===== src/rtl/servo_pkg.sv =====
// Shared types and helpers for the servo PWM output stage: Q16.16 sign-magnitude
// angle field positions, the 180-degree limit, the us-width type and angle clamp.
package servo_pkg;

   localparam int unsigned SIGN_BIT = 31;
   localparam int unsigned MAG_MSB  = 30;
   localparam int unsigned INT_LSB  = 16;
   localparam int unsigned FRAC_MSB = 15;

   localparam logic [31:0] ANG_MAX_Q = 32'h00B4_0000;

   typedef logic [15:0] us_t;

   // Negative or zero angles map to 0, anything beyond 180 deg saturates at 180.
   function automatic logic [31:0] clamp_angle(input logic [31:0] ang);
      logic [31:0] mag;
      mag = {1'b0, ang[MAG_MSB:0]};
      if (ang[SIGN_BIT] || (mag == 32'd0)) begin
         clamp_angle = 32'd0;
      end else if (mag > ANG_MAX_Q) begin
         clamp_angle = ANG_MAX_Q;
      end else begin
         clamp_angle = mag;
      end
   endfunction

   // Move cur toward tgt by at most step.
   function automatic us_t slew_step(input us_t cur, input us_t tgt, input us_t step);
      us_t diff;
      if (tgt > cur) begin
         diff      = tgt - cur;
         slew_step = (diff > step) ? (cur + step) : tgt;
      end else begin
         diff      = cur - tgt;
         slew_step = (diff > step) ? (cur - step) : tgt;
      end
   endfunction

endpackage


===== src/rtl/servo_angle2us.sv =====
// One servo channel's angle-to-pulse-width conversion: clamp the Q16.16 angle,
// take it as Q8.8 and scale to microseconds, with a single output register.
module servo_angle2us
   import servo_pkg::*;
#(
   parameter int unsigned MIN_US = 500,
   parameter int unsigned SCALE  = 2844
) (
   input  logic        clk,
   input  logic        rst_n,
   input  logic [31:0] ang_i,
   output us_t         width_o
);

   logic [31:0] mag_s;
   logic [15:0] a88_s;
   logic [31:0] prod_s;
   us_t         width_d;
   us_t         width_q;

   // Clamped magnitude never exceeds 180.0, so bits [23:8] hold the whole Q8.8 value.
   always_comb begin
      mag_s   = clamp_angle(ang_i);
      a88_s   = 16'(mag_s >> 8);
      prod_s  = 32'(a88_s) * SCALE;
      width_d = us_t'(MIN_US) + us_t'(prod_s >> 16);
   end

   // Conversion result register.
   always_ff @(posedge clk or negedge rst_n) begin
      if (!rst_n) begin
         width_q <= us_t'(MIN_US);
      end else begin
         width_q <= width_d;
      end
   end

   assign width_o = width_q;

endmodule


===== src/rtl/servo_pwm_out.sv =====
// Two-channel hobby-servo PWM generator fed by the IK stage; new widths are applied
// only at period boundaries. Define SERVO_SLEW_EN to rate-limit width changes.
module servo_pwm_out
   import servo_pkg::*;
#(
   parameter int unsigned CLK_HZ    = 50_000_000,
   parameter int unsigned PERIOD_US = 20000,
   parameter int unsigned MIN_US    = 500,
   parameter int unsigned SCALE     = 2844,
   parameter int unsigned RESET_US  = 1500,
   parameter int unsigned SLEW_US   = 20
) (
   input  logic        clk,
   input  logic        rst_n,
   input  logic        enable,
   input  logic        angle_valid,
   input  logic [31:0] xita1,
   input  logic [31:0] xita2,
   output logic        pwm1,
   output logic        pwm2,
   output logic        period_start,
   output logic        applied
);

   localparam int unsigned DIV     = CLK_HZ / 1_000_000;
   localparam logic [15:0] DIV_M1  = 16'(DIV - 1);
   localparam logic [15:0] PER_M1  = 16'(PERIOD_US - 1);
   localparam us_t         RESET_W = us_t'(RESET_US);

   logic [1:0]  rst_sync_d, rst_sync_q;
   logic        rst_int_n;

   logic [15:0] pre_d, pre_q;
   logic [15:0] us_cnt_d, us_cnt_q;
   logic        tick_s, boundary_s, edge_s;
   logic        av_dly_d, av_dly_q;
   logic [31:0] cap1_d, cap1_q, cap2_d, cap2_q;
   logic        cap_vld_d, cap_vld_q, conv_vld_d, conv_vld_q;
   us_t         w1_s, w2_s;
   us_t         pend1_d, pend1_q, pend2_d, pend2_q;
   logic        pend_vld_d, pend_vld_q;
   us_t         act1_d, act1_q, act2_d, act2_q;
   logic        pwm1_d, pwm1_q, pwm2_d, pwm2_q;
   logic        period_start_d, period_start_q;
   logic        applied_d, applied_q;

   // Reset asserts asynchronously and releases on a clock edge.
   always_comb begin
      rst_sync_d = {rst_sync_q[0], 1'b1};
   end

   // Reset synchroniser.
   always_ff @(posedge clk or negedge rst_n) begin
      if (!rst_n) begin
         rst_sync_q <= 2'b00;
      end else begin
         rst_sync_q <= rst_sync_d;
      end
   end

   assign rst_int_n = rst_sync_q[1];

   servo_angle2us #(.MIN_US(MIN_US), .SCALE(SCALE)) u_conv1 (
      .clk     (clk),
      .rst_n   (rst_int_n),
      .ang_i   (cap1_q),
      .width_o (w1_s)
   );

   servo_angle2us #(.MIN_US(MIN_US), .SCALE(SCALE)) u_conv2 (
      .clk     (clk),
      .rst_n   (rst_int_n),
      .ang_i   (cap2_q),
      .width_o (w2_s)
   );

   // Timebase, capture pipeline, apply and output next-state logic.
   always_comb begin
      tick_s = 1'b0;
      pre_d  = 16'd0;
      us_cnt_d = 16'd0;
      if (enable) begin
         tick_s = (pre_q == DIV_M1);
         if (tick_s) begin
            pre_d = 16'd0;
            us_cnt_d = (us_cnt_q == PER_M1) ? 16'd0 : (us_cnt_q + 16'd1);
         end else begin
            pre_d = pre_q + 16'd1;
            us_cnt_d = us_cnt_q;
         end
      end else begin
         pre_d    = 16'd0;
         us_cnt_d = 16'd0;
      end
      boundary_s = tick_s && (us_cnt_q == PER_M1);

      av_dly_d = angle_valid;
      edge_s   = angle_valid && !av_dly_q;
      if (edge_s) begin
         cap1_d = xita1;
         cap2_d = xita2;
      end else begin
         cap1_d = cap1_q;
         cap2_d = cap2_q;
      end
      cap_vld_d  = edge_s;
      conv_vld_d = cap_vld_q;

      pend1_d    = pend1_q;
      pend2_d    = pend2_q;
      pend_vld_d = pend_vld_q;
      act1_d     = act1_q;
      act2_d     = act2_q;
      applied_d  = 1'b0;
      // Apply uses the registered pending flag, so a pair landing on a boundary waits one period.
      if (boundary_s && pend_vld_q) begin
`ifdef SERVO_SLEW_EN
         act1_d = slew_step(act1_q, pend1_q, us_t'(SLEW_US));
         act2_d = slew_step(act2_q, pend2_q, us_t'(SLEW_US));
         if ((act1_d == pend1_q) && (act2_d == pend2_q)) begin
            pend_vld_d = 1'b0;
            applied_d  = 1'b1;
         end else begin
            pend_vld_d = 1'b1;
            applied_d  = 1'b0;
         end
`else
         act1_d     = pend1_q;
         act2_d     = pend2_q;
         pend_vld_d = 1'b0;
         applied_d  = 1'b1;
`endif
      end else begin
         act1_d = act1_q;
         act2_d = act2_q;
      end
      // A freshly converted pair overrides anything still pending: latest pair wins.
      if (conv_vld_q) begin
         pend1_d    = w1_s;
         pend2_d    = w2_s;
         pend_vld_d = 1'b1;
      end else begin
         pend1_d = pend1_q;
         pend2_d = pend2_q;
      end

      pwm1_d         = (us_cnt_q < act1_q) && enable;
      pwm2_d         = (us_cnt_q < act2_q) && enable;
      period_start_d = boundary_s;
   end

`ifndef SERVO_SLEW_EN
   logic [15:0] unused_slew_s;
   assign unused_slew_s = 16'(SLEW_US);
`endif

   // State and output registers.
   always_ff @(posedge clk or negedge rst_int_n) begin
      if (!rst_int_n) begin
         pre_q          <= 16'd0;
         us_cnt_q       <= 16'd0;
         av_dly_q       <= 1'b0;
         cap1_q         <= 32'd0;
         cap2_q         <= 32'd0;
         cap_vld_q      <= 1'b0;
         conv_vld_q     <= 1'b0;
         pend1_q        <= RESET_W;
         pend2_q        <= RESET_W;
         pend_vld_q     <= 1'b0;
         act1_q         <= RESET_W;
         act2_q         <= RESET_W;
         pwm1_q         <= 1'b0;
         pwm2_q         <= 1'b0;
         period_start_q <= 1'b0;
         applied_q      <= 1'b0;
      end else begin
         pre_q          <= pre_d;
         us_cnt_q       <= us_cnt_d;
         av_dly_q       <= av_dly_d;
         cap1_q         <= cap1_d;
         cap2_q         <= cap2_d;
         cap_vld_q      <= cap_vld_d;
         conv_vld_q     <= conv_vld_d;
         pend1_q        <= pend1_d;
         pend2_q        <= pend2_d;
         pend_vld_q     <= pend_vld_d;
         act1_q         <= act1_d;
         act2_q         <= act2_d;
         pwm1_q         <= pwm1_d;
         pwm2_q         <= pwm2_d;
         period_start_q <= period_start_d;
         applied_q      <= applied_d;
      end
   end

   assign pwm1         = pwm1_q;
   assign pwm2         = pwm2_q;
   assign period_start = period_start_q;
   assign applied      = applied_q;

endmodule


===== config.mk =====
export PLATFORM = sky130hd
export DESIGN_NAME = servo_pwm_out
export DESIGN_NICKNAME = d
export VERILOG_FILES = /design/src/rtl/servo_pkg.sv /design/src/rtl/servo_angle2us.sv /design/src/rtl/servo_pwm_out.sv
export SDC_FILE = /design/constraint.sdc
export NUM_CORES = 1
export LEC_CHECK = 0
export ABC_AREA = 1
export ABC_CLOCK_PERIOD_IN_PS = 15000
export CAP_MARGIN = 20
export CELL_PAD_IN_SITES_DETAIL_PLACEMENT = 1
export CELL_PAD_IN_SITES_GLOBAL_PLACEMENT = 2
export CORE_AREA = 3 3 235 237
export DETAILED_ROUTE_END_ITERATION = 10
export DIE_AREA = 0 0 238 240
export PLACE_DENSITY_LB_ADDON = 0.1
export SLEW_MARGIN = 20
export SYNTH_ARGS = -nofsm -noshare
export SYNTH_HDL_FRONTEND = slang
export SYNTH_SLANG_ARGS = --single-unit

===== constraint.sdc =====
create_clock -name clk -period 15 [get_ports clk]
set_input_delay 1.5 -clock clk [delete_from_list [all_inputs] [get_ports clk]]
set_output_delay 1.5 -clock clk [all_outputs]
set_load 0.005 [all_outputs]

# --- Word-level counts from Yosys, hierarchy flattened ---
# Cells that the tools add are included.
totals:
  wordCells: 56
  out_inout_bits: 4
  regBits: 202
  inputBits: 68
classes:
  multipliers: 2
  n_eq_ne: 3
  muxes: 13
  order_cmp: 4
  reduce_logical: 11
  add_sub_neg: 4
ops:
  columns: ["operator", "count"]
  rows:
  - ["24-bit 2-to-1 mux", 4]
  - ["16-bit 2-to-1 mux", 5]
  - ["31-bit by 24-bit greater-than comparator with 1-bit output, second input constant", 2]
  - ["31-bit logical NOT", 2]
  - ["16-bit by 10-bit multiplier with 26-bit output, second input constant", 2]
  - ["16-bit by 1-bit adder with 16-bit output, second input constant", 2]
  - ["16-bit less-than comparator", 2]
  - ["9-bit by 12-bit adder with 13-bit output, first input constant", 2]
  - ["16-bit by 15-bit == test with 1-bit output, second input constant", 1]
  - ["16-bit by 6-bit == test with 1-bit output, second input constant", 1]
  - ["1-bit logical AND", 5]
  - ["1-bit 2-to-1 mux", 4]
  - ["1-bit logical OR", 2]
  - ["2-bit by 1-bit != test with 1-bit output, second input constant", 1]
  - ["2-bit nonzero test", 1]
  - ["1-bit logical NOT", 1]

# --- Depth between registers and ports, before layout ---
logic_depth:
  depth_word: 6
  mapped_depth: 37
  mapped_depth_nobuf: 36

# --- Hierarchy ---
# From an unflattened synthesis, not the netlist that was laid out.
hier_totals:
  cells_unflattened: 2287
  hier_area_um2: 17342.9
modules_own_cells:
  columns: ["module", "area_per_inst_um2", "cells_each", "instances", "seq_area_each_um2"]
  rows:
  - ["servo_pwm_out", 8011.4, 977, 1, 4289.1]
  - ["servo_angle2us (u_conv2)", 4832.1, 690, 1, 332.8]
  - ["servo_angle2us (u_conv1)", 4499.3, 620, 1, 332.8]

# --- Worst setup path before layout ---
# OpenSTA, ideal clock, no wires.
synth_timing:
  kind: "register to register"
  startpoint: "reg cap1_q[13]"
  endpoint: "reg u_conv1.width_q[10], in the netlist u_conv1.width_o[10]"
  slack_ns: 9.189
  synth_period_minus_slack_ns: 5.811
  t_required_ns: 14.884
  setup_ns: 0.116
  n_path_buf: 0
  arrival_time_ns: 5.695
  stages_incl_launch_ff: 33
  path_cell_list: "dfrtp_1 or2_1 nor4_1 nand4_1 inv_1 nand4_1 nand2_1 inv_1 nor2_1 ha_1 fa_1 inv_1 fa_1 inv_1 fa_1 fa_1 ha_1 nand2_1 inv_2 nand2_1 nor3_1 nand2_1 nand2_1 nand2_1 nand2_2 inv_1 ha_1 inv_1 nand3_1 nor2_4 nand2_2 nand3_1 nand2_1"
synth_via:
  elab_chain_len: 5
  elab_cells_between_ends: 7
  classes_between: "1 x add/sub; 1 x mul; 1 x order compare; 2 x mux; 2 x reduce/logical"
synth_lines:
  columns: ["element", "line_no", "source"]
  rows:
  - ["start, declared", "servo_pwm_out.sv:37", "logic [31:0] cap1_d, cap1_q, cap2_d, cap2_q;"]
  - ["start signal, assigned", "servo_pwm_out.sv:180", "cap1_q <= cap1_d;"]
  - ["31-bit by 24-bit greater-than comparator with 1-bit output or 31-bit logical NOT (tied branches)", "servo_pkg.sv:20, servo_pkg.sv:18", null]
  - ["24-bit 2-to-1 mux or 1-bit logical OR (tied branches)", "servo_pkg.sv:20, servo_pkg.sv:18", null]
  - ["24-bit 2-to-1 mux (*)", "servo_pkg.sv:18", "if (ang[SIGN_BIT] || (mag == 32'd0)) begin"]
  - ["16-bit by 10-bit multiplier with 26-bit output (*)", "servo_angle2us.sv:25", "prod_s = 32'(a88_s) * SCALE;"]
  - ["9-bit by 12-bit adder with 13-bit output (*)", "servo_angle2us.sv:26", "width_d = us_t'(MIN_US) + us_t'(prod_s >> 16);"]
  - ["named net u_conv1.width_d[10]", "servo_angle2us.sv:18", "us_t width_d;"]
  - ["end signal, assigned", "servo_angle2us.sv:32", "width_q <= us_t'(MIN_US);"]
  - ["end signal, assigned", "servo_angle2us.sv:34", "width_q <= width_d;"]
  - ["end, declared", "servo_angle2us.sv:19", "us_t width_q;"]
# The timed path passes the listed nets; every way through them passes the cells marked *.
# A chain may end at the register's enable or synchronous reset.

# --- Final worst setup path ---
layout_timing:
  startpoint: "reg cap1_q[13]"
  endpoint: "reg u_conv1.width_q[12], in the netlist u_conv1.width_o[12]"
# Same word-level chain as after synthesis.

==> impl_results.md <==
- Portion of the post-synthesis area used by sequential elements: 0.292
- PwrDens: 116 nW/µm²
- Switching power summed over all nets: 0.000910 W
- Effective utilization at floorplan: 0.298
- First-pass GRT wire length: 72600 µm
- Maximum number of pins on one net before global-route repair: 79
- Post-CTS Setup Inserts: 0
- Cell Area, Synth: 16000 µm²
- Die area: 57100 µm²
- H-Tree Depth: 4
- # hold bufs at CTS: 0
- Total placed cells including tap cells: 2791
- Rows: 85
- Vias in the first global route: 13800
- Clock-pin slew reported for the worst setup and hold paths after clock tree synthesis: 0.08 ns
- Worst path top cell family by delay: simple AND/OR/NAND/NOR gates
- Relative area change from synthesis to final layout: 13.7%
- Setup repair after global routing missed its margin: no
- Result of the run: finished clean
- Final Max Tran Viols: 0
- Routed wire per std cell: 15.2 µm
- Maximum root-to-sink buffer count: 2
- CTS tree: yes
- Die X-Extent: 238 µm
- Max-cap violations: 0
- Internal power consumption: 0.00120 W
- Fraction of power spent switching nets: 0.431
- Core area: 53500 µm²
- Highest achievable clock rate: 141 MHz
- Clock period minus final worst setup slack: 7.09 ns
- Hold Violations, Final: 0
- Least-Margin Pin Slew: 1.03 ns
- Post-route insts no fill: 2825
- Initial antenna violation count: 0
- Leading cell types in the layout, fill and taps excluded: nand2_1, inv_1, ha_1
- Top_reg_cell synth: dfrtp_1
- First-pass iteration count of the detailed router: 4
- CP arrival: 7.45 ns
- Relative max-transition margin: 0.312
- Final ANT Viol Nets: 0
- Nature of the critical path endpoint: flip-flop
- Iteration-0 DRC count of the detailed router: 428
- Instance count of the mapped netlist: 2047
- Via density per instance: 4.50
- IO Count: 72
- Gp weighted congestion: 0.838
- Critical path class: reg -> reg
- Slowest stage cell, crit path: nor2_1
- Port buffer count: 71
- Proportion of register bits with asynchronous set or reset after synthesis: 1.00
- Largest stage delay, worst path: 0.58 ns
- Proportion of power drawn by flip-flops and latches: 0.303
- Logic pwr share: 0.465
- Clock latency on the worst-skew pair: 0.48 ns
- Total of warnings raised by yosys: 0
- Worst Path Max Fanout: 13
- Diode insertion count for antenna repair: 0
- Proportion of layout cells with a drive suffix above 1: 0.0728
- Part of the cycle the worst path needs: 0.472
- Number of gates given a new drive strength after cts: 0
- Clock root buffer: clkbuf_16
- Static Leak: 9.76 nW
- Setup crit start kind: flip-flop
- Post-detail-place hpwl: 35900 µm
- CP required: 15.36 ns
- Remaining Overflow, GRT: 0
- Peak VDD IR: 0.113 mV
- TritonCTS buffer count: 17
- CTS Sinks: 184
- Count of flip-flops with a built-in enable after synthesis: 0
- Part of the total power dissipated in the clock network: 0.232
- Remaining design rule violation count: 0
- Final total negative setup slack: 0 ns
- Vertical extent of the die: 240 µm
- Overall global routing resource usage: 0.160
- Final setup violation count: 0
- Overall via count from detail_route: 12700
- Total nets after synthesis: 2428
- Number of distinct standard cells referenced by the synthesized netlist: 51
- Detailed Route WL: 42900 µm
- Path category of the worst min-delay check: reg -> async
- Number of buffer and inverter instances along the worst setup path: 7
- Worst clock skew on the final layout: 0.0174 ns
- Most common cell after layout, fill and taps aside: nand2_1
- Fin nets: 2497
- Number of flip-flops and latches in the synthesized netlist: 184
- Post-Synthesis Mean Instance Area: 7.80 µm²
[sequential cells by signal, summed over array words and instances, names as in the netlist, 2 cells and up]
signal,count
act2_q,13
cap2_q,32
rst_sync_q,2
pend1_q,13
cap1_q,32
act1_q,13
pre_q,16
us_cnt_q,16
u_conv2.width_o,13
u_conv1.width_o,13
pend2_q,13
[synth_stat cells (3+ instances only)]
cell / instances / area share
a21oi_1: 60 / 0.019
nor3_1: 25 / 0.0078
dfstp_2: 40 / 0.066
o211ai_1: 4 / 0.0019
clkbuf_1: 18 / 0.0042
a31oi_1: 4 / 0.0016
nand2_2: 22 / 0.0086
xor2_1: 10 / 0.0055
or2_2: 3 / 0.0012
nand3_2: 4 / 0.0025
buf_2: 9 / 0.0028
nor4_1: 14 / 0.0055
inv_1: 401 / 0.094
dfrtp_1: 144 / 0.23
nand4_1: 21 / 0.0082
nor2_1: 119 / 0.028
nor3_2: 6 / 0.0038
ha_1: 223 / 0.17
nand2_1: 592 / 0.14
nand3b_1: 9 / 0.0042
o31ai_1: 4 / 0.0019
o32ai_1: 3 / 0.0016
nand3_1: 60 / 0.019
inv_2: 14 / 0.0033
o21ai_1: 26 / 0.0082
nor2_4: 6 / 0.0042
o22ai_1: 4 / 0.0016
o21bai_1: 6 / 0.0028
xnor2_1: 9 / 0.0049
nor2_2: 15 / 0.0059
o21ai_0: 59 / 0.018
fa_1: 90 / 0.11
[kinds of logic after synthesis]
family,share of synthesized area
xor+xnor,0.0104
simple gates,0.241
flops,0.292
compound gates,0.0630
buf+inv,0.106
other cells,0.000235
fa+ha+maj,0.288
[final timing paths]
check	start	end	slack, ns	depth (start not counted)
max	cap1_q[13]	u_conv1.width_o[12]	7.91	32
min	rst_sync_q[1]	pend1_q[5]	0.26	0
max reg2reg	cap1_q[13]	u_conv1.width_o[12]	7.91	32
min reg2reg	rst_sync_q[1]	pend1_q[5]	0.26	0
max in group asynchronous	rst_sync_q[1]	cap1_q[30]	12.90	2
min in group clk	cap_vld_q	conv_vld_q	0.35	0
[final cells by class]
type                            instances  area (µm²)
Fill cell                            6537       35300
Multi-Input combinational cell       1417        9630
Clock inverter                         13         180
Inverter                              416        1560
Tap cell                              696         871
Sequential cell                       184        4660
Clock buffer                           19         443
Timing Repair Buffer                   80         811
[per-stage QoR]
stage	hold WS [ns]	setup slack [ns]	power (W)	area, µm²	util
6_report	0.258	7.91	0.00211	18100	0.339
3_3_place_gp	0.334	7.80	0.00164	17500	0.327
5_1_grt	0.295	7.32	0.00232	18100	0.339
3_5_place_dp	0.337	7.78	0.00165	17500	0.327
2_1_floorplan	0.331	9.19	0.00136	16000	-
4_1_cts	0.353	7.75	0.00216	18100	0.338
[power groups by stage]
stage | combinational [W] | clock, W | sequential [W]
after floorplan | 0.000713 | 0 | 0.000643
final | 0.000981 | 0.000490 | 0.000639
after global placement | 0.000985 | 0 | 0.000651
after detailed placement | 0.000995 | 0 | 0.000654
after CTS | 0.00100 | 0.000517 | 0.000644
after global routing | 0.00114 | 0.000531 | 0.000650
[routing by layer]
metal	routed length (µm)	vias up	global-route usage
li1	-	6497	-
met1	22200	6103	0.226
met2	19300	78	0.260
met3	879	21	0.0229
met4	430	0	0.0352
met5	0	-	0
Power figures use the tool's default switching activity.
